### config.mk
export PLATFORM = sky130hd
export DESIGN_NAME = signal_head_driver
export DESIGN_NICKNAME = d
export VERILOG_FILES = /design/src/rtl/traffic_pkg.sv /design/src/rtl/blink_timer.sv /design/src/rtl/signal_head_driver.sv
export SDC_FILE = /design/constraint.sdc
export NUM_CORES = 1
export LEC_CHECK = 0
export ABC_AREA = 1
export CORE_ASPECT_RATIO = 0.7
export CORE_MARGIN = 2
export CORE_UTILIZATION = 40
export CTS_CLUSTER_SIZE = 20
export DETAILED_ROUTE_END_ITERATION = 10
export GPL_TIMING_DRIVEN = 0
export PLACE_DENSITY_LB_ADDON = 0.15
export SLEW_MARGIN = 5
export SYNTH_ARGS = -nofsm -noshare
export SYNTH_HDL_FRONTEND = slang
export SYNTH_SLANG_ARGS = --single-unit
### constraint.sdc
create_clock -name clk -period 2.05 [get_ports clk]
set_input_delay 0.41 -clock clk [delete_from_list [all_inputs] [get_ports clk]]
set_output_delay 0.41 -clock clk [all_outputs]
set_load 0.05 [all_outputs]
### src/rtl/traffic_pkg.sv
// traffic_pkg: shared constants for the intersection signal-head logic.
//   - phase codes issued by the intersection controller FSM
//   - lamp bit positions within a 4-bit signal head
//   - sticky fault_code encodings
//   - driver FSM state type and a small phase-classification helper
package traffic_pkg;

  // Phase codes, in the order the controller is allowed to step through them.
  localparam logic [2:0] PhNGreen  = 3'd0;
  localparam logic [2:0] PhNYellow = 3'd1;
  localparam logic [2:0] PhRed1    = 3'd2;
  localparam logic [2:0] PhELeft   = 3'd3;
  localparam logic [2:0] PhEGreen  = 3'd4;
  localparam logic [2:0] PhEYellow = 3'd5;
  localparam logic [2:0] PhRed2    = 3'd6;
  localparam logic [2:0] PhNLeft   = 3'd7;

  // Bit positions within one signal head.
  localparam int unsigned LampRed    = 0;
  localparam int unsigned LampYellow = 1;
  localparam int unsigned LampGreen  = 2;
  localparam int unsigned LampLeft   = 3;

  // A head showing only its red lamp.
  localparam logic [3:0] LampsRedOnly = 4'b0001;

  // fault_code encodings.
  localparam logic [1:0] FaultNone  = 2'b00;
  localparam logic [1:0] FaultJump  = 2'b01;
  localparam logic [1:0] FaultClear = 2'b10;

  typedef enum logic [0:0] {
    StRun   = 1'b0,
    StFault = 1'b1
  } drv_state_e;

  // True for the all-red clearance phases that must be held a minimum time.
  function automatic logic is_clearance(input logic [2:0] code);
    return (code == PhRed1) || (code == PhRed2);
  endfunction

endpackage

### src/rtl/blink_timer.sv
// blink_timer: half-period timer for fault flashing.
//   clk    - rising-edge clock
//   resetn - synchronous active-low reset
//   clear  - holds the counter and phase at zero while high
//   phase  - 0 during the lit half-period, 1 during the dark half-period
// The counter runs 0..BLINK_HALF-1 and toggles phase each time it wraps.
module blink_timer #(
  parameter int unsigned BLINK_HALF = 25000000
) (
  input  logic clk,
  input  logic resetn,
  input  logic clear,
  output logic phase
);

  localparam int unsigned CntW = (BLINK_HALF > 1) ? $clog2(BLINK_HALF) : 1;
  localparam logic [CntW-1:0] CntMax = CntW'(BLINK_HALF - 1);

  logic [CntW-1:0] cnt_q, cnt_d;
  logic            phase_q, phase_d;

  always_comb begin
    cnt_d   = cnt_q;
    phase_d = phase_q;
    if (clear) begin
      cnt_d   = '0;
      phase_d = 1'b0;
    end else if (cnt_q == CntMax) begin
      cnt_d   = '0;
      phase_d = ~phase_q;
    end else begin
      cnt_d = cnt_q + CntW'(1);
    end
  end

  always_ff @(posedge clk) begin
    if (!resetn) begin
      cnt_q   <= '0;
      phase_q <= 1'b0;
    end else begin
      cnt_q   <= cnt_d;
      phase_q <= phase_d;
    end
  end

  assign phase = phase_q;

endmodule

### src/rtl/signal_head_driver.sv
// signal_head_driver: converts the controller's phase code into lamp drives for the
// north and east signal heads, and watches the phase sequence for illegal jumps and
// short all-red clearances. Any violation latches a flashing all-red fault mode that
// only reset can leave.
//   clk        - rising-edge clock
//   resetn     - synchronous active-low reset
//   phase_code - controller phase code (see traffic_pkg)
//   lamps_n    - north head {left, green, yellow, red}
//   lamps_e    - east head, same bit order
//   fault      - sticky sequence-fault flag
//   fault_code - sticky cause: 01 illegal jump, 10 short clearance
// phase_code is registered into code_q, then decoded into registered lamp outputs,
// so lamps follow phase_code by two cycles.
module signal_head_driver
  import traffic_pkg::*;
#(
  parameter int unsigned BLINK_HALF = 25000000,
  parameter int unsigned MIN_CLEAR  = 2
) (
  input  logic       clk,
  input  logic       resetn,
  input  logic [2:0] phase_code,
  output logic [3:0] lamps_n,
  output logic [3:0] lamps_e,
  output logic       fault,
  output logic [1:0] fault_code
);

  localparam int unsigned DwellW = (MIN_CLEAR > 0) ? $clog2(MIN_CLEAR + 1) : 1;
  localparam logic [DwellW-1:0] DwellMax = DwellW'(MIN_CLEAR);

  drv_state_e        state_q, state_d;
  logic [2:0]        code_q;
  logic [2:0]        prev_code;
  logic [DwellW-1:0] dwell_q, dwell_d;
  logic [3:0]        lamps_n_q, lamps_n_d;
  logic [3:0]        lamps_e_q, lamps_e_d;
  logic [1:0]        fault_code_q, fault_code_d;

  logic [3:0] dec_n, dec_e;
  logic       step_same, step_next;
  logic       bad_jump, short_clear;
  logic       blink_off;

  // ---------------------------------------------------------------------------
  // Lamp decode of the registered phase code.
  // ---------------------------------------------------------------------------
  always_comb begin
    dec_n = '0;
    dec_e = '0;
    unique case (code_q)
      PhNGreen: begin
        dec_n[LampGreen] = 1'b1;
        dec_e[LampRed]   = 1'b1;
      end
      PhNYellow: begin
        dec_n[LampYellow] = 1'b1;
        dec_e[LampRed]    = 1'b1;
      end
      PhRed1, PhRed2: begin
        dec_n[LampRed] = 1'b1;
        dec_e[LampRed] = 1'b1;
      end
      PhELeft: begin
        dec_n[LampRed]  = 1'b1;
        dec_e[LampRed]  = 1'b1;
        dec_e[LampLeft] = 1'b1;
      end
      PhEGreen: begin
        dec_n[LampRed]   = 1'b1;
        dec_e[LampGreen] = 1'b1;
      end
      PhEYellow: begin
        dec_n[LampRed]    = 1'b1;
        dec_e[LampYellow] = 1'b1;
      end
      PhNLeft: begin
        dec_n[LampRed]  = 1'b1;
        dec_n[LampLeft] = 1'b1;
        dec_e[LampRed]  = 1'b1;
      end
      default: begin
        dec_n[LampRed] = 1'b1;
        dec_e[LampRed] = 1'b1;
      end
    endcase
  end

  // ---------------------------------------------------------------------------
  // Sequence checker: holding a code or advancing by one (7 wraps to 0) is legal.
  // dwell counts how many consecutive cycles prev_code has been held.
  // ---------------------------------------------------------------------------
  always_comb begin
    step_same   = (code_q == prev_code);
    step_next   = (code_q == (prev_code + 3'd1));
    bad_jump    = !(step_same || step_next);
    short_clear = step_next && is_clearance(prev_code) && (dwell_q < DwellMax);

    dwell_d = dwell_q;
    if (!step_same) begin
      dwell_d = DwellW'(1);
    end else if (dwell_q < DwellMax) begin
      dwell_d = dwell_q + DwellW'(1);
    end
  end

  // ---------------------------------------------------------------------------
  // Driver FSM and registered outputs.
  // ---------------------------------------------------------------------------
  always_comb begin
    state_d      = state_q;
    fault_code_d = fault_code_q;
    lamps_n_d    = lamps_n_q;
    lamps_e_d    = lamps_e_q;

    unique case (state_q)
      StRun: begin
        if (bad_jump || short_clear) begin
          // Illegal jump outranks a short clearance.
          state_d      = StFault;
          fault_code_d = bad_jump ? FaultJump : FaultClear;
          lamps_n_d    = LampsRedOnly;
          lamps_e_d    = LampsRedOnly;
        end else begin
          lamps_n_d = dec_n;
          lamps_e_d = dec_e;
        end
      end
      StFault: begin
        lamps_n_d          = '0;
        lamps_e_d          = '0;
        lamps_n_d[LampRed] = ~blink_off;
        lamps_e_d[LampRed] = ~blink_off;
      end
      default: begin
        state_d = StFault;
      end
    endcase
  end

  // The timer starts counting on the entry edge itself, so the lit entry cycle is
  // the first of the BLINK_HALF lit cycles.
  blink_timer #(
    .BLINK_HALF(BLINK_HALF)
  ) u_blink_timer (
    .clk   (clk),
    .resetn(resetn),
    .clear (state_d == StRun),
    .phase (blink_off)
  );

  always_ff @(posedge clk) begin
    if (!resetn) begin
      state_q      <= StRun;
      code_q       <= PhNGreen;
      prev_code    <= PhNGreen;
      dwell_q      <= DwellW'(1);
      lamps_n_q    <= LampsRedOnly;
      lamps_e_q    <= LampsRedOnly;
      fault_code_q <= FaultNone;
    end else begin
      state_q      <= state_d;
      code_q       <= phase_code;
      prev_code    <= code_q;
      dwell_q      <= dwell_d;
      lamps_n_q    <= lamps_n_d;
      lamps_e_q    <= lamps_e_d;
      fault_code_q <= fault_code_d;
    end
  end

  assign lamps_n    = lamps_n_q;
  assign lamps_e    = lamps_e_q;
  assign fault      = (state_q == StFault);
  assign fault_code = fault_code_q;

endmodule
# Yosys cells after proc, flatten, opt, wreduce, memory -nomap -nowiden
# Cells that the tools add are included.
classes:
  mux: 15
  n_lt_le_gt_ge: 1
  eq_ne: 12
  reduce_logical: 13
  n_bitwise: 4
  n_addsub: 3
ops:
  columns: ["operator", "n"]
  rows:
  - ["25-bit by 1-bit adder with 25-bit output, second input constant", 1]
  - ["25-bit equality test, second input constant", 1]
  - ["4-bit one-hot mux with 2 select lines", 2]
  - ["3-bit equality test, second input constant", 5]
  - ["6-bit OR reduction", 2]
  - ["1-bit two-way mux", 10]
  - ["3-bit by 2-bit equality test with 1-bit output, second input constant", 3]
  - ["4-bit two-way mux", 2]
  - ["3-bit equality test", 2]
  - ["2-bit AND reduction", 3]
  - ["1-bit inverter", 4]
  - ["3-bit by 1-bit adder with 3-bit output, second input constant", 1]
  - ["3-bit by 1-bit equality test with 1-bit output, second input constant", 1]
  - ["3-bit logical NOT", 1]
  - ["1-bit logical OR", 3]
  - ["3-bit OR reduction", 1]
  - ["2-bit by 1-bit adder with 2-bit output, second input constant", 1]
  - ["1-bit logical AND", 2]
  - ["2-bit < comparator, second input constant", 1]
  - ["2-bit two-way mux", 1]
  - ["1-bit logical NOT", 1]
word_totals:
  reg_bits: 45
  input_bits: 5
  elab_cells: 57

# Longest topological paths before layout
logic_depth:
  ltp_word: 9
  ltp_mapped: 12
  ltp_nobuf: 12

# Modules after synthesis
# Synthesis repeated with hierarchy kept, for this count alone.
hier_totals:
  cells_unflattened: 323
  area_unflattened_um2: 2212.1
modules_own_cells:
  columns: ["mod", "cells_each", "n_inst", "seq_area_each_um2", "area_each_um2"]
  rows:
  - ["blink_timer", 223, 1, 520.5, 1445.1]
  - ["signal_head_driver", 100, 1, 380.4, 767.0]

# Worst setup path before layout
# OpenSTA, ideal clock, no wires.
synth_path:
  path_kind: "flip-flop to flip-flop"
  start: "reg prev_code[0]"
  end: "reg u_blink_timer.cnt_q[5]"
  path_stages_with_launch: 13
  path_buffers: 1
  period_less_slack_ps: 1594
  arrival_ps: 1478
  required_time_ps: 1933
  slack_ps: 456
  cell_sequence: "dfxtp_1 > inv_1 > ha_1 > inv_1 > nand2_1 > nand2_1 > nor2_2 > nand2_1 > nand2_1 > nand3_2 > nand3_4 > buf_8 > nor2_2"
synth_via:
  elab_chain_len: 9
  word_cells_on_any_way: 15
synth_lines:
  columns: ["element", "line", "text"]
  rows:
  - ["from (decl)", "signal_head_driver.sv:34", "logic [2:0] prev_code;"]
  - ["from (signal assigned)", "signal_head_driver.sv:156", "prev_code <= PhNGreen;"]
  - ["from (signal assigned)", "signal_head_driver.sv:164", "prev_code <= code_q;"]
  - ["3-bit by 1-bit adder with 3-bit output (tied with other cells)", "signal_head_driver.sv:95", "step_next = (code_q == (prev_code + 3'd1));"]
  - ["3-bit equality test or 1-bit logical OR (tied branches)", "signal_head_driver.sv:95, traffic_pkg.sv:39", null]
  - ["1-bit logical OR or 1-bit logical AND (tied branches)", "signal_head_driver.sv:96, signal_head_driver.sv:97", null]
  - ["1-bit logical NOT or 1-bit logical AND (tied branches)", "signal_head_driver.sv:96, signal_head_driver.sv:97", null]
  - ["1-bit logical OR (*)", "signal_head_driver.sv:118", "if (bad_jump || short_clear) begin"]
  - ["1-bit two-way mux (*)", "signal_head_driver.sv:118", null]
  - ["1-bit two-way mux (*)", "signal_head_driver.sv:116", "unique case (state_q)"]
  - ["1-bit inverter (no source line) (*)", null, null]
  - ["3-bit OR reduction (no source line) (*)", null, null]
  - ["to (signal assigned)", "blink_timer.sv:41", "cnt_q <= cnt_d;"]
  - ["to (decl)", "blink_timer.sv:19", "logic [CntW-1:0] cnt_q, cnt_d;"]
# Every way passes the cells marked *; elsewhere a longest branch is shown, timed or not.
# A chain may end at the register's enable or synchronous reset.

# Worst setup path in the final report
layout_path:
  start: "reg state_q (netlist: fault)"
  end: "out fault"
layout_lines:
  columns: ["element", "line", "text"]
  rows:
  - ["from (decl)", "signal_head_driver.sv:32", "drv_state_e state_q, state_d;"]
  - ["from (signal assigned)", "signal_head_driver.sv:154", "state_q <= StRun;"]
  - ["from (signal assigned)", "signal_head_driver.sv:162", "state_q <= state_d;"]
  - ["to (decl)", "signal_head_driver.sv:25", "output logic fault,"]
# No word-level cell between the ends.

==> results.md <==
* Leak at 1.00 nW
* Min Clock Period, post-route at 1.87 ns
* Largest cells by area after synthesis: dfxtp_1, nand2_1, inv_1
* Core area at 5260 um2
* Worst hold slack at approximately 0.45 ns
* Iter 0 DRT Violations at 98
* Initial antenna violation count at 0
* Crit path kind: reg2out
* CP Buf/Inv Count at 1
* Clk slew on worst S/H paths at around 0.08 ns
* Die Y at 65.9 um
* CP max stage cell: clkdlybuf4s50_1
* Cell taking the most area after synthesis: dfxtp_1
* DR pass1 iterations at 4
* CP delay by family, top: buffers and inverters
* Ports at 16
* CTS tree: yes
* Maximum VDD drop at 0.000288 V
* RSZ-0062 raised after global routing: false
* Vias per cell at 4.40
* Cts repair resizes at 0
* Initial cell density of the core at between 40% and 50%
* Type of destination of the critical path: primary output
* MaxCap Viol Count at 0
* Cells along the critical path: clkdlybuf4s50_1
* Util after Layout at 48.4%
* Met2 WL at between 1 and 1.5 mm
* WL per Instance at approximately 11 um
* Hold Vio Cnt, Final at 0
* Status: completed
* Post-synth top area share at 41.2%
* Row count at 22
* Post-Route M1 WL at 2.51 mm
* Clock insertion delay at the later pin of the skew report at 0.29 ns
* Slew HR at approximately 67%
* Mean Syn Cell Area at 7.22 um2
* CTS Buf Count at 5
* Final HPWL DP at 3.35 mm
* Pwr Density at approximately 710 nW/um2
* Post-Route WL at approximately 4.3 mm
* Layout cell share with drive strength beyond 1 at between 10% and 20%
* Total gr overflow at 0
* Top Layer Used: met4
* Root Driver: clkbuf_8
* Yosys warns at 0
* Setup TNS at 0 ns
* CTS max path bufs at 2
* Synthesized Nets at a little over 300
* Fill cell total of the finished layout at ~530
* Post-CTS setup buffers at 0
* Yosys cell types at 23
* GR Util All Layers at 15.8%
* First-pass GRT wire length at 7.42 mm
* Mapped Cells at about 300
* Final ANT Viol Nets at 0
* Peak Freq at around 0.53 GHz
* Clk sink count at between 40 and 50
* Port Buffers at 15
* Cell Area, Synth at 2190 um2
* Vias in the first global route at 1560
* Die Width at 92.4 um
* Skew final at ~0.0019 ns
* Fin crit share at between 90% and 100%
* Crit path DAT at between 1 and 1.5 ns
* Max-slew violations at 0
* Startpoint class of the critical path: flip-flop
* Hold Buf Count CTS at 0
* Via count at about 1800
* Routability cong. at 0.823
* Pre-CTS setup slack at ~0.17 ns
* Worst Path Required at between 1.5 and 2 ns
* DRC violations left at 0
* Fin nets at ~330
* # setup viols final at 0
* H-tree depth at 2
* Sequential share of the synthesized area at 41.2%
* Flops & latches, synth at between 40 and 50
* Detail Route met3 WL at approximately 260 um
* Worst setup margin at 0.176 ns
* Layout area overhead at 16.3%
* Area of the die at 6080 um2
* HP Class: reg2reg
* Largest net degree at the start of global routing at 14
* Antenna diodes at 0
* Worst-Margin Slew at 0.501 ns
* Largest fanout on the critical path at 3
* CP max stage delay at 0.81 ns
## per-layer routing
layer  GRT usage, %  vias to the layer above
li1               -                      959
met2           19.3                       37
met1           25.4                      750
met4           5.60                        0
met3           4.10                        6
met5              0                        -
## final cells by class
type | count | area (um2) | share of cell area (%)
well taps | 72 | 90.1 | 3.54
clock inverters | 1 | 30.0 | 1.18
multi-input cells | 203 | 1060 | 41.5
plain buffers | 5 | 42.5 | 1.67
repair buffers | 15 | 150 | 5.90
flip-flops and latches | 45 | 901 | 35.4
clock buffers | 7 | 86.3 | 3.39
inverters | 50 | 188 | 7.38
## cell usage after synthesis, drive strengths merged
cell type and count:
xor2 16, xnor2 3, nand3b 3, inv 50, clkbuf 2, nand3 19, nand4 11, nor2 61
nand2 76, or2 1, ha 3, dfxtp 45, a21oi 3, buf 3, nor3 6, o21ai 1
## registers in the layout, summed over array words and instances (netlist names)
name                 cells
code_q                   3
dwell_q                  2
fault                    1
fault_code               2
lamps_e                  4
lamps_n                  4
prev_code                3
u_blink_timer.cnt_q     25
u_blink_timer.phase      1
## worst register-to-register path, cell delays in order (launching register included)
cell      delay [ns]
dfxtp_1         0.36
ha_1            0.27
nand3_2         0.18
nor2_1          0.12
nand2_1         0.14
nor2_2          0.15
nand3b_1        0.18
nand3_4         0.16
buf_8           0.18
nor2_2          0.05
## kinds of logic (layout without fill, tap and decap cells)
family | Yosys count | in the layout | synth area share [%]
and+or+nand+nor | 177 | 177 | 38.0
buffers and inverters | 55 | 78 | 10.5
DFF | 45 | 45 | 41.2
xor gates and xnor gates | 19 | 19 | 7.61
AOI/OAI and AO/OA | 4 | 4 | 0.915
adders and majority gates | 3 | 3 | 1.72
## through the flow
step                      power (mW)  instance area, um2  std cells
after floorplan                 1.09                2190        303
after global placement          1.15                2430        390
after detailed placement        1.15                2430        390
after CTS                       1.84                2540        398
after global routing            1.90                2540        398
final                           1.81                2540        398
## path summary, 6_finish.rpt
check | start | slack (ns) | to | depth (start not counted)
worst min-delay path | fault_code[1] | 0.45 | fault_code[1] | 2
worst min register to register | fault_code[1] | 0.45 | fault_code[1] | 2
worst max-delay path | fault | 0.18 | fault | 1
worst max register to register | u_blink_timer.cnt_q[0] | 0.18 | u_blink_timer.cnt_q[16] | 9
## cell usage in the layout (no fill, tap or decap)
master and instances:
nand3_2 2, nand3_1 16, or2_2 1, clkbuf_8 6, nor2_1 36, xor2_1 16
nand2_2 2, dfxtp_1 45, nand3_4 1, nor2_2 24, clkdlybuf4s50_1 15, clkbuf_1 3
nand3b_1 3, inv_1 47, inv_2 3, buf_8 2, nor2_4 1, bufinv_16 1
buf_2 1, nor3_1 6, o21ai_0 1, a21oi_1 3, nand2_1 74, ha_1 3
xnor2_1 3, nand4_1 11
## power by group
| part | switching [mW] | total [mW] | internal (mW) | leakage, nW |
|---|---|---|---|---|
| combinational | 0.135 | 0.206 | 0.0707 | 0.579 |
| clock | 0.293 | 0.690 | 0.397 | 0.0585 |
| sequential | 0.0182 | 0.919 | 0.901 | 0.366 |
| total | 0.446 | 1.81 | 1.37 | 1.00 |
Note: power is estimated with default switching activity, not from simulation.
